### config.mk
export PLATFORM = sky130hd
export DESIGN_NAME = mac_operand_sequencer
export DESIGN_NICKNAME = d
export VERILOG_FILES = /design/src/rtl/mac_seq_pkg.sv /design/src/rtl/mac_seq_fifo.sv /design/src/rtl/mac_operand_sequencer.sv
export SDC_FILE = /design/constraint.sdc
export NUM_CORES = 1
export LEC_CHECK = 0
export ABC_CLOCK_PERIOD_IN_PS = 2600
export BUFFER_PORTS_ARGS = -buffer_cell sky130_fd_sc_hd__buf_2
export CELL_PAD_IN_SITES_DETAIL_PLACEMENT = 1
export CELL_PAD_IN_SITES_GLOBAL_PLACEMENT = 1
export CORE_AREA = 2 2 142 144
export CTS_CLUSTER_SIZE = 16
export DETAILED_ROUTE_END_ITERATION = 16
export DIE_AREA = 0 0 144 146
export HOLD_SLACK_MARGIN = 0.06
export PLACE_DENSITY_LB_ADDON = 0.25
export SLEW_MARGIN = 20
export SYNTH_ARGS = -nofsm -noshare
export SYNTH_HDL_FRONTEND = slang
export SYNTH_HIERARCHICAL = 1
export SYNTH_SLANG_ARGS = --single-unit
### constraint.sdc
create_clock -name clk -period 2.6 [get_ports clk]
set_input_delay 0.52 -clock clk [delete_from_list [all_inputs] [get_ports clk]]
set_output_delay 0.52 -clock clk [all_outputs]
set_load 0.02 [all_outputs]
### src/rtl/mac_seq_pkg.sv
// Shared types and widths for the MAC operand sequencer.
package mac_seq_pkg;

    localparam int DATA_W = 8;
    localparam int ACC_W  = 16;

    typedef enum logic [2:0] {
        IDLE,
        CLEAR,
        ISSUE,
        DRAIN,
        DONE
    } seq_state_t;

    typedef struct packed {
        logic [DATA_W-1:0] a;
        logic [DATA_W-1:0] b;
    } pair_t;

endpackage

### src/rtl/mac_seq_fifo.sv
// Operand-pair buffer: synchronous FIFO of pair_t, show-ahead head entry.
module mac_seq_fifo
    import mac_seq_pkg::*;
#(
    parameter int DEPTH = 8
) (
    input  logic  clk,
    input  logic  reset,
    input  logic  push,
    input  pair_t din,
    input  logic  pop,
    output pair_t dout,
    output logic  full,
    output logic  empty
);

    localparam int PTR_W = $clog2(DEPTH);

    pair_t              mem [DEPTH];
    logic [PTR_W-1:0]   wr_ptr_reg;
    logic [PTR_W-1:0]   rd_ptr_reg;
    logic [PTR_W:0]     count_reg;
    logic               push_en;
    logic               pop_en;

    assign full    = (count_reg == (PTR_W+1)'(DEPTH));
    assign empty   = (count_reg == '0);
    assign push_en = push && !full;
    assign pop_en  = pop && !empty;
    assign dout    = mem[rd_ptr_reg];

    // Storage write; contents need no reset since count gates visibility.
    always_ff @(posedge clk) begin
        if (push_en) begin
            mem[wr_ptr_reg] <= din;
        end
    end

    // Pointer and occupancy tracking; simultaneous push/pop leaves count unchanged.
    always_ff @(posedge clk) begin
        if (!reset) begin
            wr_ptr_reg <= '0;
            rd_ptr_reg <= '0;
            count_reg  <= '0;
        end else begin
            if (push_en) begin
                wr_ptr_reg <= wr_ptr_reg + PTR_W'(1);
            end
            if (pop_en) begin
                rd_ptr_reg <= rd_ptr_reg + PTR_W'(1);
            end
            case ({push_en, pop_en})
                2'b10:   count_reg <= count_reg + (PTR_W+1)'(1);
                2'b01:   count_reg <= count_reg - (PTR_W+1)'(1);
                default: count_reg <= count_reg;
            endcase
        end
    end

endmodule

### src/rtl/mac_operand_sequencer.sv
// Drives a pipelined 8x8 signed MAC: buffers operand pairs, clears the
// accumulator, issues pairs, counts returns and captures the final sum.
// Optional watchdog in DRAIN enabled by defining MAC_SEQ_TIMEOUT_EN.
module mac_operand_sequencer
    import mac_seq_pkg::*;
#(
    parameter int DEPTH   = 8,
    parameter int LEN_W   = 8,
    parameter int MAC_LAT = 3
) (
    input  logic              clk,
    input  logic              reset,
    input  logic              load_valid,
    input  logic [DATA_W-1:0] load_a,
    input  logic [DATA_W-1:0] load_b,
    output logic              load_ready,
    input  logic              start,
    input  logic [LEN_W-1:0]  vec_len,
    output logic              busy,
    output logic              mac_clr,
    output logic [DATA_W-1:0] mac_a,
    output logic [DATA_W-1:0] mac_b,
    output logic              mac_valid_in,
    input  logic [ACC_W-1:0]  mac_f,
    input  logic              mac_overflow,
    input  logic              mac_valid_out,
    output logic [ACC_W-1:0]  result,
    output logic              result_ovf,
    output logic              result_to,
    output logic              done
);

    seq_state_t         state_reg;
    logic [LEN_W-1:0]   len_reg;
    logic [LEN_W-1:0]   issued_reg;
    logic [LEN_W-1:0]   returned_reg;
    logic               mac_clr_reg;
    logic [DATA_W-1:0]  mac_a_reg;
    logic [DATA_W-1:0]  mac_b_reg;
    logic               mac_valid_in_reg;
    logic [ACC_W-1:0]   result_reg;
    logic               result_ovf_reg;
    logic               done_reg;

    pair_t              load_pair;
    pair_t              head_pair;
    logic               fifo_full;
    logic               fifo_empty;
    logic               fifo_pop;

    assign load_pair = '{a: load_a, b: load_b};
    // Pop exactly when ISSUE registers a pair into the MAC operand registers.
    assign fifo_pop  = (state_reg == ISSUE) && !fifo_empty;

    mac_seq_fifo #(
        .DEPTH (DEPTH)
    ) u_fifo (
        .clk   (clk),
        .reset (reset),
        .push  (load_valid),
        .din   (load_pair),
        .pop   (fifo_pop),
        .dout  (head_pair),
        .full  (fifo_full),
        .empty (fifo_empty)
    );

`ifdef MAC_SEQ_TIMEOUT_EN
    localparam int WD_LIMIT = 4 * MAC_LAT;
    localparam int WD_W     = $clog2(WD_LIMIT + 1);
    logic [WD_W-1:0] wd_reg;
    logic            result_to_reg;
    assign result_to = result_to_reg;
`else
    assign result_to = 1'b0;
`endif

    assign load_ready   = !fifo_full;
    assign busy         = (state_reg != IDLE);
    assign mac_clr      = mac_clr_reg;
    assign mac_a        = mac_a_reg;
    assign mac_b        = mac_b_reg;
    assign mac_valid_in = mac_valid_in_reg;
    assign result       = result_reg;
    assign result_ovf   = result_ovf_reg;
    assign done         = done_reg;

    // Run-control FSM with all MAC-facing and result outputs registered.
    always_ff @(posedge clk) begin
        if (!reset) begin
            state_reg        <= IDLE;
            len_reg          <= '0;
            issued_reg       <= '0;
            returned_reg     <= '0;
            mac_clr_reg      <= 1'b1;
            mac_a_reg        <= '0;
            mac_b_reg        <= '0;
            mac_valid_in_reg <= 1'b0;
            result_reg       <= '0;
            result_ovf_reg   <= 1'b0;
            done_reg         <= 1'b0;
`ifdef MAC_SEQ_TIMEOUT_EN
            wd_reg           <= '0;
            result_to_reg    <= 1'b0;
`endif
        end else begin
            // Pulse-style outputs default low; ISSUE overrides on a pop.
            mac_clr_reg      <= 1'b0;
            done_reg         <= 1'b0;
            mac_valid_in_reg <= 1'b0;
            mac_a_reg        <= '0;
            mac_b_reg        <= '0;
            case (state_reg)
                IDLE: begin
                    if (start) begin
                        if (vec_len != '0) begin
                            len_reg   <= vec_len;
                            state_reg <= CLEAR;
                        end else begin
                            // Empty run completes immediately without touching the MAC.
                            result_reg     <= '0;
                            result_ovf_reg <= 1'b0;
`ifdef MAC_SEQ_TIMEOUT_EN
                            result_to_reg  <= 1'b0;
`endif
                            done_reg       <= 1'b1;
                            state_reg      <= DONE;
                        end
                    end
                end
                CLEAR: begin
                    mac_clr_reg    <= 1'b1;
                    issued_reg     <= '0;
                    returned_reg   <= '0;
                    result_ovf_reg <= 1'b0;
`ifdef MAC_SEQ_TIMEOUT_EN
                    wd_reg         <= '0;
                    result_to_reg  <= 1'b0;
`endif
                    state_reg      <= ISSUE;
                end
                ISSUE: begin
                    if (!fifo_empty) begin
                        mac_a_reg        <= head_pair.a;
                        mac_b_reg        <= head_pair.b;
                        mac_valid_in_reg <= 1'b1;
                        issued_reg       <= issued_reg + LEN_W'(1);
                        if (issued_reg + LEN_W'(1) == len_reg) begin
                            state_reg <= DRAIN;
                        end
                    end
                    if (mac_valid_out) begin
                        returned_reg   <= returned_reg + LEN_W'(1);
                        result_ovf_reg <= result_ovf_reg | mac_overflow;
                    end
                end
                DRAIN: begin
                    if (mac_valid_out) begin
                        returned_reg   <= returned_reg + LEN_W'(1);
                        result_ovf_reg <= result_ovf_reg | mac_overflow;
                        if (returned_reg + LEN_W'(1) == len_reg) begin
                            result_reg <= mac_f;
                            done_reg   <= 1'b1;
                            state_reg  <= DONE;
                        end
                    end
`ifdef MAC_SEQ_TIMEOUT_EN
                    // Watchdog restarts on every return; expiry captures whatever the MAC holds.
                    if (mac_valid_out) begin
                        wd_reg <= '0;
                    end else if (wd_reg == WD_W'(WD_LIMIT - 1)) begin
                        result_reg    <= mac_f;
                        result_to_reg <= 1'b1;
                        done_reg      <= 1'b1;
                        state_reg     <= DONE;
                    end else begin
                        wd_reg <= wd_reg + WD_W'(1);
                    end
`endif
                end
                DONE: begin
                    state_reg <= IDLE;
                end
                default: begin
                    state_reg <= IDLE;
                end
            endcase
        end
    end

endmodule

Yosys cells after proc, flatten, opt, wreduce, memory -nomap -nowiden
Memory sizes are Yosys's and may differ from the RTL's. A register that Yosys moved wholly into a read port is not among the register bits.
Cells that the tools add are included.

word-level totals
  bits of input ports = 46
  memories = 1
  output and inout port bits = 39
  bits in latches = 0
  memory bits (read-only) = 0
  bits in registers = 57
  logic and storage cells = 90
  memory bits (writable) = 128

memory list
  memory      depth  width  read ports  clocked after Yosys merged registers in  wr ports  line                source
  u_fifo.mem  8      16     1           1                                        1         mac_seq_fifo.sv:19  pair_t mem [DEPTH];

operators by class
  divide/modulo/power cells = 0
  muxes and demuxes = 30
  reduce and logical (&&, ||, !) cells = 23
  shifts and indexed selects = 0
  multipliers = 0
  bitwise logic cells = 3
  add/sub/neg operators = 6
  $lt $le $gt $ge = 0
  equality and inequality tests = 15

operators by type and width
  cell                 number
  $mux 16              4
  $pmux 16 s2          1
  $pmux 8 s2           2
  $mux 3               6
  $add 8x1->8 const B  2
  $eq 8x8->1           2
  $mux 8               2
  $pmux 3 s4           1
  $mux 1               11
  $ne 2x2->1 const B   5
  $reduce_and 5->1     2
  $pmux 4 s2           1
  $reduce_bool 2->1    4
  $reduce_bool 8->1    1
  $add 3x1->3 const B  2
  $eq 3x2->1 const B   2
  $reduce_and 2->1     3
  $reduce_bool 3->1    2
  $add 4x1->4 const B  1
  $eq 4x4->1 const B   1
  $logic_not 4->1      1
  $ne 2x1->1 const B   2
  $reduce_and 4->1     1
  $sub 4x1->4 const B  1
  13 further kinds     17

Logic depth before layout (Yosys ltp)
Gate-level depths: netlist of run 1.

  depth in word-level cells = 6
  mapped depth = 14
  gate-level depth less buffers = 12

Cells and area by module
Netlist of run 1, hierarchy kept.

modules (own cells, without submodules)
  module                 area each (µm²)  seq. area each (µm²)  cells each  times used
  mac_seq_fifo           5,487.8          4,103.9               259         1
  mac_operand_sequencer  2,925.3          1,261.2               348         1

Least setup slack after synthesis of run 1
No wires, ideal clock.

  kind = register -> register
  from = register state_reg[1]
  to = register u_fifo.count_reg[2]
  required time = 2,524 ps
  buffers on the path = 2
  period minus slack after synthesis = 2,818 ps
  path slack = -218 ps
  data arrival time = 2,742 ps
  setup time = 76 ps
  cell stages (with the launch flop) = 15
  cell sequence = dfxtp_1 > clkbuf_1 > inv_2 > nor2_2 > nand2_1 > inv_1 > clkbuf_1 > o41a_1 > ha_1 > xor2_1 > ha_1 > a21oi_1 > xor2_1 > or3_1 > a21boi_0

between the ends
  word-level cells in the longest chain between the ends = 5
  elaborated cells between the ends (all ways) = 7
  classes of those cells = eq/ne (3); mux (1); reduce/logical (3)

RTL lines
  element                                                 line                          source
  start: declaration                                      mac_operand_sequencer.sv:33   seq_state_t state_reg;
  start signal: assignment                                mac_operand_sequencer.sv:91   state_reg <= IDLE;
  start signal: assignment                                mac_operand_sequencer.sv:118  state_reg <= CLEAR;
  start signal: assignment                                mac_operand_sequencer.sv:127  state_reg <= DONE;
  $eq 3x2->1 (*)                                          mac_operand_sequencer.sv:53   assign fifo_pop = (state_reg == ISSUE) && !fifo_empty;
  $logic_and 1x1->1 (*)                                   mac_operand_sequencer.sv:53
  named net fifo_pop                                      mac_operand_sequencer.sv:49   logic fifo_pop;
  $logic_and 1x1->1 (*)                                   mac_seq_fifo.sv:29            assign pop_en = pop && !empty;
  named net u_fifo.pop_en                                 mac_seq_fifo.sv:24            logic pop_en;
  $eq 2x1->1 / $eq 2x2->1 (equally long branches)         mac_seq_fifo.sv:52            case ({push_en, pop_en})
  $pmux 4 s2 / $reduce_bool 2->1 (equally long branches)  -
  end signal: assignment                                  mac_seq_fifo.sv:53            2'b10: count_reg <= count_reg + (PTR_W+1)'(1);
  end signal: assignment                                  mac_seq_fifo.sv:54            2'b01: count_reg <= count_reg - (PTR_W+1)'(1);
  end signal: assignment                                  mac_seq_fifo.sv:55            default: count_reg <= count_reg;
  end: declaration                                        mac_seq_fifo.sv:22            logic [PTR_W:0] count_reg;

The timed path passes the listed nets; every way through them passes the cells marked *.
A chain may end at the register's enable or synchronous reset.

Worst setup path after layout of run 1
  from = register state_reg[1]
  to = register u_fifo.count_reg[3]

between the ends
  word-level cells in the longest chain between the ends = 5
  elaborated cells between the ends (all ways) = 7
  classes of those cells = eq/ne (3); mux (1); reduce/logical (3)

RTL lines
  element                                                 line
  $eq 3x2->1 (*)                                          mac_operand_sequencer.sv:53
  $logic_and 1x1->1 (*)                                   mac_operand_sequencer.sv:53
  $logic_and 1x1->1 (*)                                   mac_seq_fifo.sv:29
  named net u_fifo.pop_en                                 mac_seq_fifo.sv:24
  $eq 2x1->1 / $eq 2x2->1 (equally long branches)         mac_seq_fifo.sv:52
  $pmux 4 s2 / $reduce_bool 2->1 (equally long branches)  -

Marked as above.

==> results of run 1 <==
==> stage by stage <==
stage	worst slack [ns]	hold slack [ns]
detailed placement	-0.0323	0.453
floorplan	-0.116	0.453
finish	0.210	0.252
global route	-0.00771	0.257
global placement	0.210	0.441
CTS	0.0170	0.233
==> layout make-up <==
cell class / instances / area share [%]
Clock buffer: 31 / 6.37
Multi-Input combinational cell: 359 / 29.1
Inverter: 8 / 0.301
Sequential cell: 204 / 53.8
Clock inverter: 11 / 0.727
Timing Repair Buffer: 111 / 6.39
Tap cell: 265 / 3.32
==> synthesized netlist by cell type, drive strengths merged, types with 7 or more instances <==
library cell / number / area share, %
nand2b: 7 / 0.52
nand2: 61 / 2.8
nor2: 36 / 1.6
nor3: 18 / 1.1
mux2: 17 / 2.3
xnor2: 16 / 1.7
o21ai: 13 / 0.77
clkbuf: 23 / 1.0
buf: 13 / 1.3
and2: 12 / 0.89
dfxtp: 76 / 18
inv: 7 / 0.31
and3: 19 / 1.4
nand3: 11 / 0.71
xor2: 9 / 0.94
ha: 7 / 1.0
mux2i: 28 / 3.3
a21oi: 21 / 1.2
mux4: 32 / 8.6
edfxtp: 128 / 46
==> metal layers <==
metal / up-vias / wire, µm / GRT usage (%)
met5: - / 15 / 0
met4: 2 / 443 / 5.44
met3: 37 / 1210 / 3.09
met2: 144 / 8930 / 31.5
met1: 2608 / 8440 / 25.0
li1: 2458 / - / -
==> cell usage in the layout, fill, tap and decap left out, types with 9 or more instances in the layout <==
| master | synthesis | layout |
|---|---|---|
| sky130_fd_sc_hd__mux2_2 | 17 | 17 |
| sky130_fd_sc_hd__mux2i_1 | 28 | 28 |
| sky130_fd_sc_hd__buf_4 | 1 | 27 |
| sky130_fd_sc_hd__edfxtp_1 | 128 | 128 |
| sky130_fd_sc_hd__buf_2 | 6 | 83 |
| sky130_fd_sc_hd__o21ai_0 | 10 | 10 |
| sky130_fd_sc_hd__nand3_1 | 10 | 10 |
| sky130_fd_sc_hd__clkinv_2 | 0 | 9 |
| sky130_fd_sc_hd__a21oi_1 | 21 | 20 |
| sky130_fd_sc_hd__nand2_1 | 60 | 60 |
| sky130_fd_sc_hd__xor2_1 | 9 | 9 |
| sky130_fd_sc_hd__xnor2_1 | 16 | 16 |
| sky130_fd_sc_hd__nor3_1 | 18 | 13 |
| sky130_fd_sc_hd__mux4_2 | 32 | 32 |
| sky130_fd_sc_hd__and2_1 | 12 | 12 |
| sky130_fd_sc_hd__nor2_1 | 35 | 35 |
| sky130_fd_sc_hd__and3_1 | 19 | 19 |
| sky130_fd_sc_hd__dfxtp_1 | 76 | 73 |
| sky130_fd_sc_hd__clkbuf_16 | 0 | 23 |
==> how the worst max path moves through the flow <==
stage                                          start                          endpoint  slack [ns]
finish                     state_reg[1]$_SDFFE_PN0P_  u_fifo/count_reg[3]$_SDFFE_PN0P_        0.21
global route        u_fifo/count_reg[3]$_SDFFE_PN0P_  u_fifo/count_reg[2]$_SDFFE_PN0P_      -0.008
CTS                 u_fifo/count_reg[1]$_SDFFE_PN0P_  u_fifo/count_reg[2]$_SDFFE_PN0P_        0.02
detailed placement  u_fifo/count_reg[1]$_SDFFE_PN0P_  u_fifo/count_reg[2]$_SDFFE_PN0P_       -0.03
global placement    u_fifo/count_reg[1]$_SDFFE_PN0P_  u_fifo/count_reg[2]$_SDFFE_PN0P_        0.21
floorplan           u_fifo/count_reg[1]$_SDFFE_PN0P_  u_fifo/count_reg[2]$_SDFFE_PN0P_       -0.12
==> power groups by stage <==
| stage | sequential (mW) | combinational [mW] | clock [mW] |
|---|---|---|---|
| floorplan | 3.65 | 0.354 | 0 |
| global placement | 3.65 | 0.540 | 0 |
| detailed placement | 3.66 | 0.562 | 0 |
| CTS | 3.59 | 0.569 | 3.08 |
| global route | 3.61 | 0.630 | 3.20 |
| finish | 3.60 | 0.564 | 2.99 |
==> logic make-up (layout without fill, tap and decap cells) <==
group,after synthesis,count (layout),share of synthesized area [%]
DFF,204,204,63.8
and+or+nand+nor,194,194,11.6
muxes,77,77,14.2
AOI/OAI and AO/OA,55,55,4.07
buffers and inverters,44,161,2.65
xor gates and xnor gates,25,25,2.60
adders and majority gates,7,7,1.04
other,1,1,0.0446
==> timing repair <==
action / 4_1_cts / 5_1_grt
pin swaps: 0 / 1
setup endpoints to repair: 1 / 2
resized for setup: 1 / 8
hold buffers: 0 / 0
setup buffers: 0 / 0
==> worst max-delay path: cells and delay by family (launching register included) <==
kind                       cells  cell delay (ns)
AOI/OAI and AO/OA              2             0.52
adders and majority gates      1             0.23
buffers and inverters          3             0.31
DFF                            1             0.34
muxes                          2             0.57
and+or+nand+nor                2             0.35
==> PnR_summary.wiki, run 1 <==
{| class="wikitable"
! Metric !! Value
|-
| Clock transition time at the flip-flop clock pins of the worst setup and hold paths || 0.06 ns
|-
| Largest clock skew in the final design || 0.0124 ns
|-
| Total core area || slightly below 0.02 mm²
|-
| Post-route clock period utilization || ~92%
|-
| Register area share after synthesis || 63.8%
|-
| Number of failing hold endpoints at the final stage || 0
|-
| Maximum level of the CTS H-tree || 1
|-
| Average detailed-routed wire length per instance || between 15 and 20 µm
|-
| Number of max-cap violations || 0
|-
| Max Slew Vio Count || 0
|-
| Comb power frac || around 7.9%
|-
| Sequential share of power || 50.3%
|-
| Post-route insts no fill || 989
|-
| Net Sw Power || 1.65 mW
|-
| Wire length after detailed routing || roughly 19,000 µm
|-
| Final critical delay including setup and external delays || 2.39 ns
|-
| Average cell area after synthesis || 13.9 µm²
|-
| Area of all placed cells without fillers || 0.00998 mm²
|-
| Number of buffers added by the clock tree synthesis step || 23
|-
| Hold path startpoint || mac_f[10]
|-
| Cell depth of the worst hold path || 3
|-
| Endpoint arrival time on the critical path || 2.83 ns
|-
| PD cells || 716 mW/mm²
|-
| Worst reg2reg startpoint || state_reg[1]$_SDFFE_PN0P_
|-
| First-pass DRT Iterations || 4
|-
| Synthesis warning total || 6
|-
| Wire length of the first global-routing pass || a little over 30,000 µm
|-
| Number of inserted filler cells in the final layout || 1,951
|-
| Number of sinks handled by clock tree synthesis || 204
|-
| Cell count after synthesis || roughly 600
|-
| HP Class || in -> reg
|-
| Count of pins on the block boundary || 85
|-
| Combined area of the multi-input logic cells || 0.00291 mm²
|-
| Number of enable flip-flop cells after synthesis || roughly 130
|-
| DRC violations left || 0
|-
| Nets || 760
|-
| Number of cells after detailed placement || 947
|-
| Die extent in x || 144 µm
|-
| Max_slew headroom || 55.7%
|-
| Static leakage || roughly 3.8 nW
|-
| Slew at the pin with the worst max-slew slack || roughly 0.66 ns
|-
| Total nets after synthesis || 660
|-
| Delay of the slowest cell on the worst path || approximately 0.35 ns
|-
| Number of global-route vias before repair || between 5k and 6k
|-
| Result of the run || complete, no violations
|-
| Post-detailed-placement cell area || 0.00925 mm²
|-
| Critical Path Start Type || flip-flop
|-
| Cell with the largest stage delay on the worst path || sky130_fd_sc_hd__mux2_2
|-
| Via count of the routed design || around 5.2k
|-
| Number of unique standard cell types used by synthesis || between 50 and 60
|-
| Final GP Congestion || about 0.84
|-
| RSZ-0062 raised after global routing || true
|-
| Clk Tree Root Cell || sky130_fd_sc_hd__clkbuf_16
|-
| Number of flip-flops in the largest register || 128
|-
| Peak clock frequency supported by timing || around 420 MHz
|-
| Buffers on Ports || 83
|-
| Cell count of the worst reg-to-reg path || 10
|-
| Die footprint || 0.0210 mm²
|-
| Pwr Total || just over 7 mW
|-
| Final antenna diode count || 0
|-
| Predominant post-synthesis flop cell || sky130_fd_sc_hd__edfxtp_1
|-
| Antenna-violating nets left || 0
|-
| Initial DRC count || between 200 and 300
|-
| Source-to-sink clock delay at the later pin of the worst-skew pair || 0.51 ns
|-
| Storage cell area || 0.00537 mm²
|-
| Count of standard-cell rows || 51
|-
| Async S/R FF share, synth || 0%
|-
| Internal power contribution || 5.50 mW
|-
| Clock network fraction of design power || 41.8%
|-
| Total congestion overflow || 0
|-
| Starting Density || 43.5%
|-
| Internal reg-to-reg setup slack || 0.21 ns
|-
| Final design utilization || 51.6%
|-
| Vertical die dimension || 146 µm
|-
| Final setup violation count || 0
|-
| Mapped Area || between 0.008 and 0.009 mm²
|-
| Setup CP Type || reg -> reg
|-
| Detailed-placement wirelength estimate || 12,200 µm
|-
| Cells along the critical path || inv_2, nor2_2, nand2_1, inv_1, o41a_1, buf_4, ha_2, mux2_2, o41ai_1, mux2i_1
|-
| Area added between synthesis and finish || 18.7%
|-
| Antenna violations before repair || 1
|-
| Vias per Instance || 5.31
|-
| Endpoint type of the worst setup path || flip-flop
|-
| Worst ir drop on vdd || 566 µV
|-
| Register bit total from synthesis || 204
|-
| Largest fanout on the critical path || 5
|-
| Maximum number of pins on one net before global-route repair || 33
|-
| Hold-critical path endpoint || result[10]$_SDFFE_PN0P_
|-
| Total track usage || 18.7%
|-
| TritonCTS clock tree || yes
|-
| Number of buffers on the longest clock path || 3
|-
| Critical Path RT || 3.04 ns
|-
| Share of layout cells above drive strength 1 || 30.2%
|-
| Switching share of total power || approximately 23%
|-
| Setup tns final || 0 ns
|-
| Endpoint of the lowest-slack register-to-register path || u_fifo/count_reg[3]$_SDFFE_PN0P_
|}
No activity file was read; power rests on OpenSTA's default activity.
==> inputs of run 2 (changes only) <==
--- a/config.mk
+++ b/config.mk
@@ -7,16 +7,16 @@
 export LEC_CHECK = 0
 export ABC_CLOCK_PERIOD_IN_PS = 2600
 export BUFFER_PORTS_ARGS = -buffer_cell sky130_fd_sc_hd__buf_2
+export CAP_MARGIN = 20
 export CELL_PAD_IN_SITES_DETAIL_PLACEMENT = 1
 export CELL_PAD_IN_SITES_GLOBAL_PLACEMENT = 1
-export CORE_AREA = 2 2 142 144
+export CORE_AREA = 2 2 176 178
 export CTS_CLUSTER_SIZE = 16
 export DETAILED_ROUTE_END_ITERATION = 16
-export DIE_AREA = 0 0 144 146
+export DIE_AREA = 0 0 178 180
 export HOLD_SLACK_MARGIN = 0.06
 export PLACE_DENSITY_LB_ADDON = 0.25
 export SLEW_MARGIN = 20
 export SYNTH_ARGS = -nofsm -noshare
 export SYNTH_HDL_FRONTEND = slang
-export SYNTH_HIERARCHICAL = 1
 export SYNTH_SLANG_ARGS = --single-unit
==> run 2 against run 1 <==
Compared with the run above:
- sequential power is 2% lower
- routed wire length grew 5.0%
- non-clock buffer count fell by 6
- via count down 3.5%
==> PnR_summary.wiki, run 2 <==
{| class="wikitable"
! Metric !! Value
|-
| Wire length after detailed routing || 20,000 µm (was 19,000 µm)
|-
| Number of buffers on the longest clock path || 3 (unchanged)
|-
| Maximum level of the CTS H-tree || 1 (unchanged)
|-
| Endpoint arrival time on the critical path || 2.79 ns (was 2.83 ns)
|-
| Register bit total from synthesis || 201 (was 204)
|-
| Worst setup slack after layout || 0.253 ns (was 0.210 ns)
|-
| Final setup violation count || 0 (unchanged)
|-
| Hold path startpoint || mac_f[4] (was mac_f[10])
|-
| Cell type with the largest total area after synthesis || sky130_fd_sc_hd__edfxtp_1 (unchanged)
|-
| RSZ-0062 raised after global routing || false (was true)
|-
| Clk Tree Root Cell || sky130_fd_sc_hd__clkbuf_16 (unchanged)
|-
| DRC violations left || 0 (unchanged)
|-
| Cell count of the worst reg-to-reg path || 10 (unchanged)
|-
| Endpoint of the lowest-slack register-to-register path || u_fifo.count_reg[3]$_SDFFE_PN0P_ (was u_fifo/count_reg[3]$_SDFFE_PN0P_)
|-
| Internal power contribution || 5.57 mW (was 5.50 mW)
|-
| Detailed-placement wirelength estimate || 12,800 µm (was 12,200 µm)
|-
| Number of unique standard cell types used by synthesis || 58 (was 56)
|-
| Antenna violations before repair || 2 (was 1)
|-
| Cell depth of the worst hold path || 3 (unchanged)
|-
| Number of inserted filler cells in the final layout || 3,193 (was 1,951)
|-
| Worst ir drop on vdd || 394 µV (was 566 µV)
|-
| Largest clock skew in the final design || 0.00983 ns (was 0.0124 ns)
|-
| Source-to-sink clock delay at the later pin of the worst-skew pair || 0.52 ns (was 0.51 ns)
|-
| Worst reg2reg startpoint || u_fifo.count_reg[3]$_SDFFE_PN0P_ (was state_reg[1]$_SDFFE_PN0P_)
|-
| Worst hold slack || 0.247 ns (was 0.252 ns)
|-
| Share of layout cells above drive strength 1 || 32.0% (was 30.2%)
|-
| Sequential share of power || 48.4% (was 50.3%)
|-
| Net Sw Power || 1.75 mW (was 1.65 mW)
|-
| Buffers on Ports || 83 (unchanged)
|-
| Number of failing hold endpoints at the final stage || 0 (unchanged)
|-
| Critical Path Start Type || flip-flop (unchanged)
|-
| Post-place setup slack || 0.166 ns (was -0.0323 ns)
|-
| Average detailed-routed wire length per instance || 18.2 µm (was 19.3 µm)
|-
| Number of sinks handled by clock tree synthesis || 201 (was 204)
|-
| HP Class || in -> reg (unchanged)
|-
| Nets || 740 (was 760)
|-
| Number of flip-flops in the largest register || 128 (unchanged)
|-
| Endpoint type of the worst setup path || flip-flop (unchanged)
|-
| Setup tns final || 0 ns (unchanged)
|-
| Most common cell after layout, fill and taps aside || sky130_fd_sc_hd__edfxtp_1 (unchanged)
|-
| Post-route clock period utilization || 90.3% (was 91.9%)
|-
| Predominant post-synthesis flop cell || sky130_fd_sc_hd__edfxtp_1 (unchanged)
|-
| Synthesis warning total || 0 (was 6)
|-
| Max_slew headroom || 44.1% (was 55.7%)
|-
| Commonest non-fill, non-tap cells in the layout || 128 x sky130_fd_sc_hd__edfxtp_1, 83 x sky130_fd_sc_hd__buf_2, 69 x sky130_fd_sc_hd__dfxtp_1 (was 128 x sky130_fd_sc_hd__edfxtp_1, 83 x sky130_fd_sc_hd__buf_2, 73 x sky130_fd_sc_hd__dfxtp_1)
|-
| Register area share after synthesis || 63.4% (was 63.8%)
|-
| Via count of the routed design || 5,067 (was 5,249)
|-
| Clock network fraction of design power || 42.7% (was 41.8%)
|-
| Number of global-route vias before repair || 5,458 (was 5,697)
|-
| Vertical die dimension || 180 µm (was 146 µm)
|-
| Total congestion overflow || 0 (unchanged)
|-
| Critical Path RT || 3.04 ns (about the same)
|-
| Mapped Area || 0.00837 mm² (was 0.00841 mm²)
|-
| Async S/R FF share, synth || 0% (unchanged)
|-
| Internal reg-to-reg setup slack || 0.25 ns (was 0.21 ns)
|-
| Comb power frac || 8.8% (was 7.9%)
|-
| Die footprint || 0.0320 mm² (was 0.0210 mm²)
|-
| Share of Yosys cell area claimed by the top area cell type || 45.9% (was 45.7%)
|-
| Static leakage || 3.51 nW (was 3.75 nW)
|-
| Max Slew Vio Count || 0 (unchanged)
|-
| Average cell area after synthesis || 14.3 µm² (was 13.9 µm²)
|-
| Maximum number of pins on one net before global-route repair || 35 (was 33)
|-
| Final GP Congestion || 0.709 (was 0.845)
|-
| Top cells by count, synth || 128 x sky130_fd_sc_hd__edfxtp_1, 73 x sky130_fd_sc_hd__dfxtp_1, 40 x sky130_fd_sc_hd__nand2_1, 35 x sky130_fd_sc_hd__nor2_1, 32 x sky130_fd_sc_hd__mux4_2 (was 128 x sky130_fd_sc_hd__edfxtp_1, 76 x sky130_fd_sc_hd__dfxtp_1, 60 x sky130_fd_sc_hd__nand2_1, 35 x sky130_fd_sc_hd__nor2_1, 32 x sky130_fd_sc_hd__mux4_2)
|-
| Final critical delay including setup and external delays || 2.35 ns (was 2.39 ns)
|-
| Wire length of the first global-routing pass || 31,200 µm (was 30,900 µm)
|-
| Number of enable flip-flop cells after synthesis || 128 (unchanged)
|-
| Area added between synthesis and finish || 20.4% (was 18.7%)
|-
| Total nets after synthesis || 641 (was 660)
|-
| Slew at the pin with the worst max-slew slack || 0.839 ns (was 0.663 ns)
|-
| Hold-critical path endpoint || result[4]$_SDFFE_PN0P_ (was result[10]$_SDFFE_PN0P_)
|-
| Total track usage || 12.6% (was 18.7%)
|-
| Number of max-cap violations || 0 (unchanged)
|-
| Setup CP Type || reg -> reg (unchanged)
|-
| Initial DRC count || 243 (was 291)
|-
| Starting Density || 27.7% (was 43.5%)
|-
| Result of the run || complete, no violations (unchanged)
|-
| PD cells || 726 mW/mm² (was 716 mW/mm²)
|-
| Hold buffers post-CTS || 0 (unchanged)
|-
| Largest fanout on the critical path || 5 (unchanged)
|-
| Cell count after synthesis || 587 (was 607)
|-
| First-pass DRT Iterations || 4 (unchanged)
|-
| Peak clock frequency supported by timing || 426 MHz (was 418 MHz)
|-
| Antenna-violating nets left || 0 (unchanged)
|-
| TritonCTS clock tree || yes (unchanged)
|-
| Clock transition time at the flip-flop clock pins of the worst setup and hold paths || 0.06 ns (about the same)
|-
| Most numerous cell in the Yosys netlist || sky130_fd_sc_hd__edfxtp_1 (unchanged)
|-
| Count of pins on the block boundary || 85 (unchanged)
|-
| Vias per Instance || 4.60 (was 5.31)
|-
| Die extent in x || 178 µm (was 144 µm)
|-
| Total core area || 0.0302 mm² (was 0.0193 mm²)
|-
| Cell types with the largest area share after synthesis || sky130_fd_sc_hd__edfxtp_1 46%, sky130_fd_sc_hd__dfxtp_1 17%, sky130_fd_sc_hd__mux4_2 8.6%, sky130_fd_sc_hd__mux2i_1 3.2%, sky130_fd_sc_hd__nand2_1 1.8% (was sky130_fd_sc_hd__edfxtp_1 46%, sky130_fd_sc_hd__dfxtp_1 18%, sky130_fd_sc_hd__mux4_2 8.6%, sky130_fd_sc_hd__mux2i_1 3.3%, sky130_fd_sc_hd__nand2_1 2.7%)
|-
| Switching share of total power || 23.9% (was 23.1%)
|-
| Origin of the worst setup path || u_fifo.count_reg[3]$_SDFFE_PN0P_ (was state_reg[1]$_SDFFE_PN0P_)
|-
| Number of buffers added by the clock tree synthesis step || 24 (was 23)
|-
| Count of standard-cell rows || 64 (was 51)
|}
==> run 2: cell types whose count changed after synthesis, sizes merged, moves of 5 or more <==
| cell | previous run | this run |
|---|---|---|
| a21oi | 21 | 13 |
| nand2 | 61 | 40 |
| mux2 | 17 | 0 |
| nand3 | 11 | 31 |
| and3 | 19 | 4 |
| clkbuf | 23 | 17 |
| nor3 | 18 | 10 |
| o31ai | 0 | 5 |
| o21ai | 13 | 33 |
| nor2b | 5 | 17 |
==> run 2: power by group through the flow <==
stage	Clock [mW]	Combinational, mW	Sequential, mW
floorplan	0	0.419	3.60
global placement	0	0.619	3.60
detailed placement	0	0.643	3.61
CTS	3.23	0.648	3.54
global route	3.38	0.718	3.55
finish	3.13	0.645	3.54
==> run 2: critical path: stages (launching register included) <==
cell and delay (ns):
sky130_fd_sc_hd__dfxtp_1 0.40, sky130_fd_sc_hd__nor4_2 0.07, sky130_fd_sc_hd__buf_4 0.14, sky130_fd_sc_hd__nor4b_4 0.24
sky130_fd_sc_hd__ha_2 0.25, sky130_fd_sc_hd__ha_1 0.23, sky130_fd_sc_hd__a21o_1 0.18, sky130_fd_sc_hd__a21oi_1 0.19
sky130_fd_sc_hd__xnor2_1 0.10, sky130_fd_sc_hd__or3_1 0.30, sky130_fd_sc_hd__a21boi_0 0.16
==> run 2: worst max path at each step <==
stage | to | cells past startpoint
6_report | u_fifo.count_reg[3]$_SDFFE_PN0P_ | 10
2_1_floorplan | u_fifo.mem[1][0]$_DFFE_PP_ | 4
3_5_place_dp | result[13]$_SDFFE_PN0P_ | 8
5_1_grt | u_fifo.count_reg[3]$_SDFFE_PN0P_ | 10
4_1_cts | result[13]$_SDFFE_PN0P_ | 8
3_3_place_gp | result[13]$_SDFFE_PN0P_ | 7
==> run 2: layout make-up <==
class	instances	area (µm²)	area share (%)
sequential	201	5310	52.7
multi-input combinational	344	2900	28.8
clock buffer	27	612	6.08
timing repair buffer	105	584	5.80
tap	396	495	4.92
clock inverter	17	129	1.28
inverter	10	37.5	0.373
antenna	1	2.50	0.0249
==> run 2: cell families (layout without fill, tap and decap cells) <==
kind of cell    after synthesis  count (layout)  share of synthesized area (%)
flops                       201             201                           63.4
mux                          59              59                           11.8
fa+ha+maj                     8               8                           1.29
compound gates               77              77                           6.46
xor+xnor                     25              25                           2.84
simple gates                174             174                           11.8
buf+inv                      42             159                           2.33
other cells                   1               2                         0.0448
==> run 2: timing repair <==
action,CTS,global route
gates resized for setup,0,9
buffers inserted,0,1
setup endpoints to repair,0,4
endpoints found under the hold margin,0,0
==> run 2: per-layer routing <==
metal | global-route usage [%] | share of wire [%] | routed length (µm)
met5 | 0 | 0.035 | 7
met4 | 3.11 | 1.8 | 361
met3 | 2.39 | 4.9 | 980
met2 | 21.8 | 49 | 9800
met1 | 16.1 | 44 | 8840
==> run 2: per-stage QoR <==
| stage | std cells | area [µm²] | power (mW) | utilization [%] |
|---|---|---|---|---|
| 4_1_cts | 1099 | 10000 | 7.41 | 33.2 |
| 3_5_place_dp | 1055 | 9290 | 4.25 | 30.8 |
| 3_3_place_gp | 1055 | 9290 | 4.22 | 30.8 |
| 2_1_floorplan | 587 | 8370 | 4.02 | - |
| 5_1_grt | 1100 | 10100 | 7.65 | 33.3 |
| 6_report | 1101 | 10100 | 7.31 | 33.4 |
